## config.mk

```make
export PLATFORM = sky130hd
export DESIGN_NAME = key_press_conditioner_flat
export DESIGN_NICKNAME = d
export VERILOG_FILES = /design/src/rtl/key_press_conditioner_if.sv /design/src/rtl/key_press_conditioner.sv /design/src/flat_wrapper.sv
export SDC_FILE = /design/constraint.sdc
export NUM_CORES = 1
export LEC_CHECK = 0
export ABC_AREA = 1
export ABC_CLOCK_PERIOD_IN_PS = 1700
export CAP_MARGIN = 20
export CELL_PAD_IN_SITES_DETAIL_PLACEMENT = 0
export CELL_PAD_IN_SITES_GLOBAL_PLACEMENT = 1
export CORE_ASPECT_RATIO = 0.9
export CORE_MARGIN = 1
export CORE_UTILIZATION = 39
export DETAILED_ROUTE_END_ITERATION = 7
export GPL_ROUTABILITY_DRIVEN = 1
export GPL_TIMING_DRIVEN = 0
export PLACE_DENSITY = 0.77
export RECOVER_POWER = 50
export SLEW_MARGIN = 30
export SYNTH_ARGS = -nofsm -noshare
export SYNTH_HDL_FRONTEND = slang
export SYNTH_SLANG_ARGS = --single-unit
```

## constraint.sdc

```tcl
create_clock -name clock -period 1.7 [get_ports clock]
set_clock_uncertainty 0.05 [all_clocks]
set_input_delay 0.425 -clock clock [delete_from_list [all_inputs] [get_ports clock]]
set_output_delay 0.425 -clock clock [all_outputs]
set_load 0.03 [all_outputs]
```

## src/rtl/key_press_conditioner_if.sv

```systemverilog
// Button-pin bundle between board keys and key_press_conditioner.
// master drives the raw pins; slave is the conditioner itself.
interface key_press_conditioner_if #(
  parameter int unsigned NUM_KEYS = 4
);
  localparam int unsigned OwnerW = (NUM_KEYS > 1) ? $clog2(NUM_KEYS) : 1;

  logic [NUM_KEYS-1:0] key_raw;
  logic [NUM_KEYS-1:0] key_level;
  logic [NUM_KEYS-1:0] key_pulse;
  logic [OwnerW-1:0]   owner;
  logic                busy;

  modport master (
    output key_raw,
    input  key_level,
    input  key_pulse,
    input  owner,
    input  busy
  );

  modport slave (
    input  key_raw,
    output key_level,
    output key_pulse,
    output owner,
    output busy
  );
endinterface

```

## src/rtl/key_press_conditioner.sv

```systemverilog
// Push-button front end: synchroniser, debounce, single-owner arbitration, press strobes.
// Optional auto-repeat while held is built when KEY_COND_AUTOREPEAT_EN is defined.
module key_press_conditioner #(
  parameter int unsigned NUM_KEYS        = 4,
  parameter int unsigned SYNC_STAGES     = 2,
  parameter int unsigned DEBOUNCE_CYCLES = 250000,
  parameter int unsigned ACTIVE_LOW_KEYS = 1,
  parameter int unsigned REPEAT_DELAY    = 25000000,
  parameter int unsigned REPEAT_PERIOD   = 5000000
) (
  input logic                    clock,
  input logic                    reset_n,
  key_press_conditioner_if.slave keys
);

  localparam int unsigned OwnerW   = (NUM_KEYS > 1) ? $clog2(NUM_KEYS) : 1;
  localparam int unsigned MaxA     = (DEBOUNCE_CYCLES > REPEAT_DELAY) ? DEBOUNCE_CYCLES
                                                                       : REPEAT_DELAY;
  localparam int unsigned MaxCount = (MaxA > REPEAT_PERIOD) ? MaxA : REPEAT_PERIOD;
  localparam int unsigned CntW     = $clog2(MaxCount + 1);

  localparam logic [CntW-1:0]     DbLimit     = CntW'(DEBOUNCE_CYCLES);
  localparam logic [NUM_KEYS-1:0] ReleasedLvl = (ACTIVE_LOW_KEYS != 0) ? '1 : '0;

  typedef enum logic [1:0] {StIdle, StDbPress, StHeld, StDbRelease} state_e;

  state_e              state_q, state_d;
  logic [OwnerW-1:0]   owner_q, owner_d;
  logic [CntW-1:0]     cnt_q, cnt_d, cnt_inc;
  logic [NUM_KEYS-1:0] pulse_q, pulse_d;
  logic [NUM_KEYS-1:0] level_q, level_d;
  logic [NUM_KEYS-1:0] sync_q [SYNC_STAGES];
  logic [NUM_KEYS-1:0] kp;
  logic [OwnerW-1:0]   first_idx;

`ifdef KEY_COND_AUTOREPEAT_EN
  localparam logic [CntW-1:0] RptDelay  = CntW'(REPEAT_DELAY);
  localparam logic [CntW-1:0] RptPeriod = CntW'(REPEAT_PERIOD);

  logic [CntW-1:0] rpt_q, rpt_d, rpt_inc;
  logic            period_q, period_d;
`endif

  // Reset loads the released level so leaving reset never looks like a press.
  always_ff @(posedge clock or negedge reset_n) begin
    if (!reset_n) begin
      for (int i = 0; i < SYNC_STAGES; i++) sync_q[i] <= ReleasedLvl;
    end else begin
      sync_q[0] <= keys.key_raw;
      for (int i = 1; i < SYNC_STAGES; i++) sync_q[i] <= sync_q[i-1];
    end
  end

  assign kp = (ACTIVE_LOW_KEYS != 0) ? ~sync_q[SYNC_STAGES-1] : sync_q[SYNC_STAGES-1];

  always_comb begin
    first_idx = '0;
    for (int i = NUM_KEYS - 1; i >= 0; i--) begin
      if (kp[i]) first_idx = OwnerW'(i);
    end
  end

  assign cnt_inc = (cnt_q == {CntW{1'b1}}) ? cnt_q : cnt_q + 1'b1;

  always_comb begin
    state_d = state_q;
    owner_d = owner_q;
    cnt_d   = cnt_q;
    pulse_d = '0;
    level_d = '0;
`ifdef KEY_COND_AUTOREPEAT_EN
    rpt_d    = rpt_q;
    period_d = period_q;
    rpt_inc  = (rpt_q == {CntW{1'b1}}) ? rpt_q : rpt_q + 1'b1;
`endif
    unique case (state_q)
      StIdle: begin
        if (|kp) begin
          owner_d = first_idx;
          cnt_d   = CntW'(1);
          state_d = StDbPress;
        end
      end
      StDbPress: begin
        if (!kp[owner_q]) begin
          state_d = StIdle;
        end else if (cnt_q >= DbLimit) begin
          state_d          = StHeld;
          cnt_d            = '0;
          pulse_d[owner_q] = 1'b1;
`ifdef KEY_COND_AUTOREPEAT_EN
          rpt_d    = '0;
          period_d = 1'b0;
`endif
        end else begin
          cnt_d = cnt_inc;
        end
      end
      StHeld: begin
        if (!kp[owner_q]) begin
          state_d = StDbRelease;
          cnt_d   = CntW'(1);
        end
`ifdef KEY_COND_AUTOREPEAT_EN
        // rpt_q is the held-cycle count since the last strobe; it freezes in StDbRelease.
        else if (rpt_inc == (period_q ? RptPeriod : RptDelay)) begin
          pulse_d[owner_q] = 1'b1;
          rpt_d            = '0;
          period_d         = 1'b1;
        end else begin
          rpt_d = rpt_inc;
        end
`endif
      end
      StDbRelease: begin
        if (kp[owner_q]) begin
          state_d = StHeld;
        end else if (cnt_q >= DbLimit) begin
          state_d = StIdle;
        end else begin
          cnt_d = cnt_inc;
        end
      end
      default: state_d = StIdle;
    endcase
    if (state_d == StHeld || state_d == StDbRelease) level_d[owner_d] = 1'b1;
  end

  always_ff @(posedge clock or negedge reset_n) begin
    if (!reset_n) begin
      state_q <= StIdle;
      owner_q <= '0;
      cnt_q   <= '0;
      pulse_q <= '0;
      level_q <= '0;
    end else begin
      state_q <= state_d;
      owner_q <= owner_d;
      cnt_q   <= cnt_d;
      pulse_q <= pulse_d;
      level_q <= level_d;
    end
  end

`ifdef KEY_COND_AUTOREPEAT_EN
  always_ff @(posedge clock or negedge reset_n) begin
    if (!reset_n) begin
      rpt_q    <= '0;
      period_q <= 1'b0;
    end else begin
      rpt_q    <= rpt_d;
      period_q <= period_d;
    end
  end
`endif

  assign keys.key_pulse = pulse_q;
  assign keys.key_level = level_q;
  assign keys.owner     = owner_q;
  assign keys.busy      = (state_q != StIdle);

endmodule
```

## src/flat_wrapper.sv

```systemverilog
// flat-port wrapper written by rule: the top's interface ports become plain ports
module key_press_conditioner_flat 
#(
  parameter int unsigned NUM_KEYS        = 4,
  parameter int unsigned SYNC_STAGES     = 2,
  parameter int unsigned DEBOUNCE_CYCLES = 250000,
  parameter int unsigned ACTIVE_LOW_KEYS = 1,
  parameter int unsigned REPEAT_DELAY    = 25000000,
  parameter int unsigned REPEAT_PERIOD   = 5000000
)
  (clock, reset_n, keys_key_raw, keys_key_level, keys_key_pulse, keys_owner, keys_busy);
  key_press_conditioner_if #(.NUM_KEYS(NUM_KEYS)) keys_i ();
  input logic clock;
  input logic reset_n;
  input wire logic [$bits(keys_i.key_raw)-1:0] keys_key_raw;
  output wire logic [$bits(keys_i.key_level)-1:0] keys_key_level;
  output wire logic [$bits(keys_i.key_pulse)-1:0] keys_key_pulse;
  output wire logic [$bits(keys_i.owner)-1:0] keys_owner;
  output wire logic [$bits(keys_i.busy)-1:0] keys_busy;
  assign keys_i.key_raw = keys_key_raw;
  assign keys_key_level = keys_i.key_level;
  assign keys_key_pulse = keys_i.key_pulse;
  assign keys_owner = keys_i.owner;
  assign keys_busy = keys_i.busy;
  key_press_conditioner #(.NUM_KEYS(NUM_KEYS), .SYNC_STAGES(SYNC_STAGES), .DEBOUNCE_CYCLES(DEBOUNCE_CYCLES), .ACTIVE_LOW_KEYS(ACTIVE_LOW_KEYS), .REPEAT_DELAY(REPEAT_DELAY), .REPEAT_PERIOD(REPEAT_PERIOD)) u_core (.clock(clock), .reset_n(reset_n), .keys(keys_i));
endmodule
```

======== Word-level counts from Yosys, hierarchy flattened ========
Index checks and enable logic that the tools add are counted.
Widths: inputs -> output; s select.
operators by class
  divide/modulo/power cells ............... 0
  bitwise operators ....................... 1
  muxes and demuxes ....................... 31
  $add $sub $neg .......................... 1
  shift-type cells ........................ 0
  magnitude comparators ................... 5
  reduce and logical (&&, ||, !) cells .... 7
  equal/unequal tests ..................... 11
  $mul .................................... 0
operators with widths
  kind                   count
  $mux 25                7
  $pmux 25 s4            1
  $add 25x1->25 const B  1
  $eq 25x25->1 const B   1
  $ge 25x18->1 const B   1
  $mux 2                 12
  $mux 4                 4
  $eq 2x2->1 const B     4
  $pmux 2 s4             1
  $lt 2x3->1 const B     2
  $ne 2x2->1 const B     3
  $reduce_and 5->1       1
  $demux 1 s2            2
  $ge 2x1->1 const B     2
  $ne 2x1->1 const B     2
  $not 4->4              1
  $reduce_or 4->1        1
  $mux 1                 3
  $bmux 1 s2             1
  $eq 2x1->1 const B     1
  $logic_and 1x1->1      2
  $logic_not 2->1        1
  $reduce_bool 2->1      1
  $logic_or 1x1->1       1
storage, ports and cells
  register bits after elaboration ......... 45
  memories kept ........................... 0
  bits in latches ......................... 0
  word-level logic and storage cells ...... 63
  bits in read-only memories .............. 0
  output and inout port bits .............. 11
  bits in writable memories ............... 0

======== Longest topological paths before layout ========
  depth in word-level cells ............... 12
  depth in mapped cells ................... 13
  depth with buffers taken out ............ 13

======== Least setup slack after synthesis ========
OpenSTA, ideal clock, no wires.
  path type ............................... reg2reg
  start point ............................. register u_core.owner_q[0] (netlist: u_core.keys.owner[0])
  end point ............................... register u_core.cnt_q[17]
  data required time ...................... 1.525 ns
  period minus slack after synthesis ...... 1.809 ns
  buffers on the path ..................... 1
  cell stages (with the launch flop) ...... 13
  data arrival time ....................... 1.634 ns
  slack ................................... -0.109 ns
  cells stage by stage .................... dfrtp_1 > inv_1 > nand2_1 > nor2_2 > nor2_4 > nand3_4 > nand3_4 > inv_2 > a21oi_4 > inv_2 > buf_6 > nand2_1 > nand2_1
between the ends
  word-level cells in the longest chain between the ends .. 4
  elaborated cells on any way between the ends .. 6
RTL lines
  item                                                line                                                                                     RTL
  start: declaration                                  key_press_conditioner.sv:28                                                              logic [OwnerW-1:0] owner_q, owner_d;
  start signal: assignment                            key_press_conditioner.sv:138                                                             owner_q <= owner_d;
  $bmux 1 s2 *                                        key_press_conditioner.sv:85, key_press_conditioner.sv:100, key_press_conditioner.sv:116
  $mux 1 (implied by the code) *                      key_press_conditioner.sv:85, key_press_conditioner.sv:100, key_press_conditioner.sv:116
  $ne 2x2->1 (no line) or $ne 2x1->1 (tied branches)  n/a
  $reduce_and 5->1 (no line) *                        n/a
  end signal: assignment                              key_press_conditioner.sv:139                                                             cnt_q <= cnt_d;
  end: declaration                                    key_press_conditioner.sv:29                                                              logic [CntW-1:0] cnt_q, cnt_d, cnt_inc;
Every way passes the cells marked *; elsewhere a longest branch is shown, timed or not. The select of a mux whose other input is x is not followed.
A chain may end at the register's enable or synchronous reset.

======== Worst setup path after layout ========
  start point ............................. register u_core.owner_q[1] (netlist: u_core.keys.owner[1])
  end point ............................... register u_core.cnt_q[0]
The elaborated chain is that of the path after synthesis.

==> out/results.txt <==
Worst VDD drop -> 611.1 uV
core box area -> 6115 sq um
GRT Residual Overflow -> 0
ys async rst share -> 1.000
vias -> 2260
Total Die Area -> 6659 sq um
detailed placement HPWL -> 4097 um
clk root buf -> clkbuf_8
Clk pwr share -> 0.182
fin crit period -> 1791 ps
DR iter-0 viols -> 122
ANT nets after route -> 0
Fin Hold WS -> 264.0 ps
vias in the first global route -> 2122
adder-cell area share of the yosys netlist -> 0.01013
post-synthesis simple-gate area fraction -> 0.2962
main combinational cell family by area after synthesis -> simple AND/OR/NAND/NOR gates
xor/xnor share of the synthesized area -> 0.03544
worst flop-to-flop path startpoint -> u_core.keys.owner[1]
Yosys cell types -> 27
total of warnings raised by yosys -> 0
R2R Setup Slk -> -90 ps
reg2reg end -> u_core.cnt_q[0]
Final Hold Fails -> 0
layout cells sized above 1 -> 0.3387
Sw Pwr -> 1.757 mW
Int Pwr -> 2.673 mW
startpoint types -> flop
antenna violations before repair -> 0
CTS Hold Buffers Added -> 0
Place WS -> -340.6 ps
FF-to-FF path depth -> 12
Post-Syn Area -> 2471 sq um
power share of the combinational group -> 0.525
row count -> 27
GPL Wtd Cong -> 0.8267
Post-Syn Nets -> 324
Req. time, crit path -> 1880 ps
min-delay worst type -> in2async
final setup vio count -> 25
post-synthesis cell count -> 316
nets -> 382
Total Power -> 4.430 mW
failing checks -> setup timing
port bufs -> 16
die width -> 85.91 um
DR WL/cell -> 14.32 um
IO Count -> 17
met2 Usage GRT -> 0.3222
Worst Path Arrival -> 1970 ps
mux share of post-synthesis cell area -> 0
Switching Share -> 0.3967
GR Layer Usage met1 -> 0.2938
Setup CP Type -> reg2reg
Setup WS post-layout -> -90.87 ps
Clock Sinks -> 45
total track usage -> 0.2059
Flop pwr share -> 0.293
Area Overhead vs Synth -> 36.86%
final-report max-slew violation count -> 0
# DRC -> 0
pwr dens -> 1310 nW/um^2
via/cell ratio -> 4.892
gr busiest metal -> met2
commonest non-fill, non-tap cell in the layout -> nand2_1
DRT Pass-1 Iters -> 5
register area share after synthesis -> 0.4597
Syn Area/Cell -> 7.820 sq um
measured slew at the worst slew-check pin -> 1113 ps
Inserted Clock Buffers -> 5
commonest non-fill, non-tap cells in the layout -> nand2_1, inv_1, buf_4, dfrtp_1, nor2_1
status -> finished with violations
flops & latches, synth -> 45
leakage -> 1.620 nW
Synth Flop Type -> dfrtp_1
Worst Path Max Fanout -> 5
met3 usage in global routing -> 0.04149
routed wire length -> 6617 um
level count of the clock H-tree -> 2
largest net degree at the start of global routing -> 46
Max Cap Viol -> 0
fmax -> 558.4 MHz
first-pass GRT wire length -> 10580 um
compound-cell area share of the yosys netlist -> 0.1124
Starting Density -> 0.4041
Slew HR -> 0.2578
RSZ-0062 raised after global routing -> yes
number of synthesized flops with an enable pin -> 0
Tcrit/Tclk final -> 1.053
CTS tree -> yes
ant diodes -> 0
clock buffer depth -> 2
Setup crit end kind -> flop
Die Ht -> 77.52 um
Clock Latency Late Sink -> 300 ps
CTS clk-pin slew, worst paths -> 90 ps
state kept, by name, indices dropped and copies added (netlist names):
name and count:
u_core.keys.key_pulse 4, u_core.cnt_q 25, u_core.state_q 2, u_core.sync_q 8
u_core.keys.owner 2, u_core.keys.key_level 4
metrics by stage:
stage | util | TNS [ps] | std cells | instance area (sq um)
4_1_cts | 0.5140 | -384.8 | 450 | 3143
5_1_grt | 0.5531 | -3712 | 462 | 3382
6_report | 0.5531 | -1244 | 462 | 3382
2_1_floorplan | - | -4.123 | 316 | 2491
3_3_place_gp | 0.4514 | -52490 | 419 | 2760
3_5_place_dp | 0.4510 | -6616 | 419 | 2758
repair_timing:
| action | in CTS | in global routing |
|---|---|---|
| hold endpoints to repair | 0 | 0 |
| gates cloned | 2 | 3 |
| resized for setup | 56 | 47 |
| setup endpoints to repair | 45 | 34 |
| pin swaps | 11 | 11 |
| setup buffers | 21 | 9 |
worst max-delay path: stages, from the launching register on:
cell     delay (ps)
dfrtp_2         430
buf_6           130
nand2_4          70
nor2_2           40
nor2_4          150
nand3_4          90
nand3_4         110
inv_4            40
a21oi_4         170
buf_6           160
buf_8           140
nand2_2          50
nand2_1          70
power by group through the flow:
stage	clock [mW]	sequential [mW]	combinational [mW]
3_5_place_dp	0	1.33	1.28
3_3_place_gp	0	1.33	1.26
4_1_cts	0.824	1.29	1.97
2_1_floorplan	0	1.34	0.882
6_report	0.806	1.30	2.33
5_1_grt	0.862	1.31	2.50
area by class of cell:
cell class,count,area [sq um]
multi-input combinational,222,1296
inverter,42,166.4
tap,87,108.9
clock buffer,6,72.57
clock inverter,2,35.03
timing repair buffer,50,462.9
fill,578,2733
sequential,45,1150
buffer,8,90.09
per-layer routing:
layer / vias up / routed length (um)
li1: 1134 / -
met1: 1068 / 3053
met2: 52 / 3205
met3: 6 / 291
met4: 0 / 66
met5: - / 0
worst max path at each step:
stage	from	endpoint	slack, ps	cells past startpoint
final	u_core.keys.owner[1]	u_core.cnt_q[0]	-90	12
after detailed placement	u_core.cnt_q[0]	u_core.cnt_q[7]	-340	10
after global routing	u_core.keys.owner[0]	u_core.cnt_q[0]	-190	13
after CTS	u_core.cnt_q[1]	u_core.cnt_q[12]	-50	10
after floorplan	u_core.sync_q[0]	u_core.cnt_q[17]	-4	12
after global placement	reset_n	u_core.keys.owner[0]	-1260	1
cells by family after synthesis:
| logic type | Yosys count |
|---|---|
| AOI/OAI and AO/OA | 40 |
| adders and majority gates | 2 |
| and+or+nand+nor | 169 |
| buffers and inverters | 50 |
| DFF | 45 |
| xor gates and xnor gates | 10 |
cells in the mapped netlist (2+ instances only):
cell type	count	area, sq um
dfstp_2	8	210.2
inv_1	38	142.6
buf_2	2	10.01
nor2_4	3	33.78
xnor2_1	3	26.28
buf_6	3	33.78
nand2_1	101	379.1
ha_1	2	25.02
o21ai_1	2	10.01
nor4_1	2	12.51
nand3_1	14	70.07
dfrtp_1	37	925.9
o21ai_0	13	65.06
nand4_1	4	25.02
nor2_2	4	25.02
a21oi_1	6	30.03
xor2_1	7	61.31
o2111ai_1	17	148.9
nand3_4	2	35.03
nor3_1	2	10.01
nor2_1	36	135.1
inv_2	3	11.26
clkbuf_1	3	11.26
(Power assumes the default switching activity.)
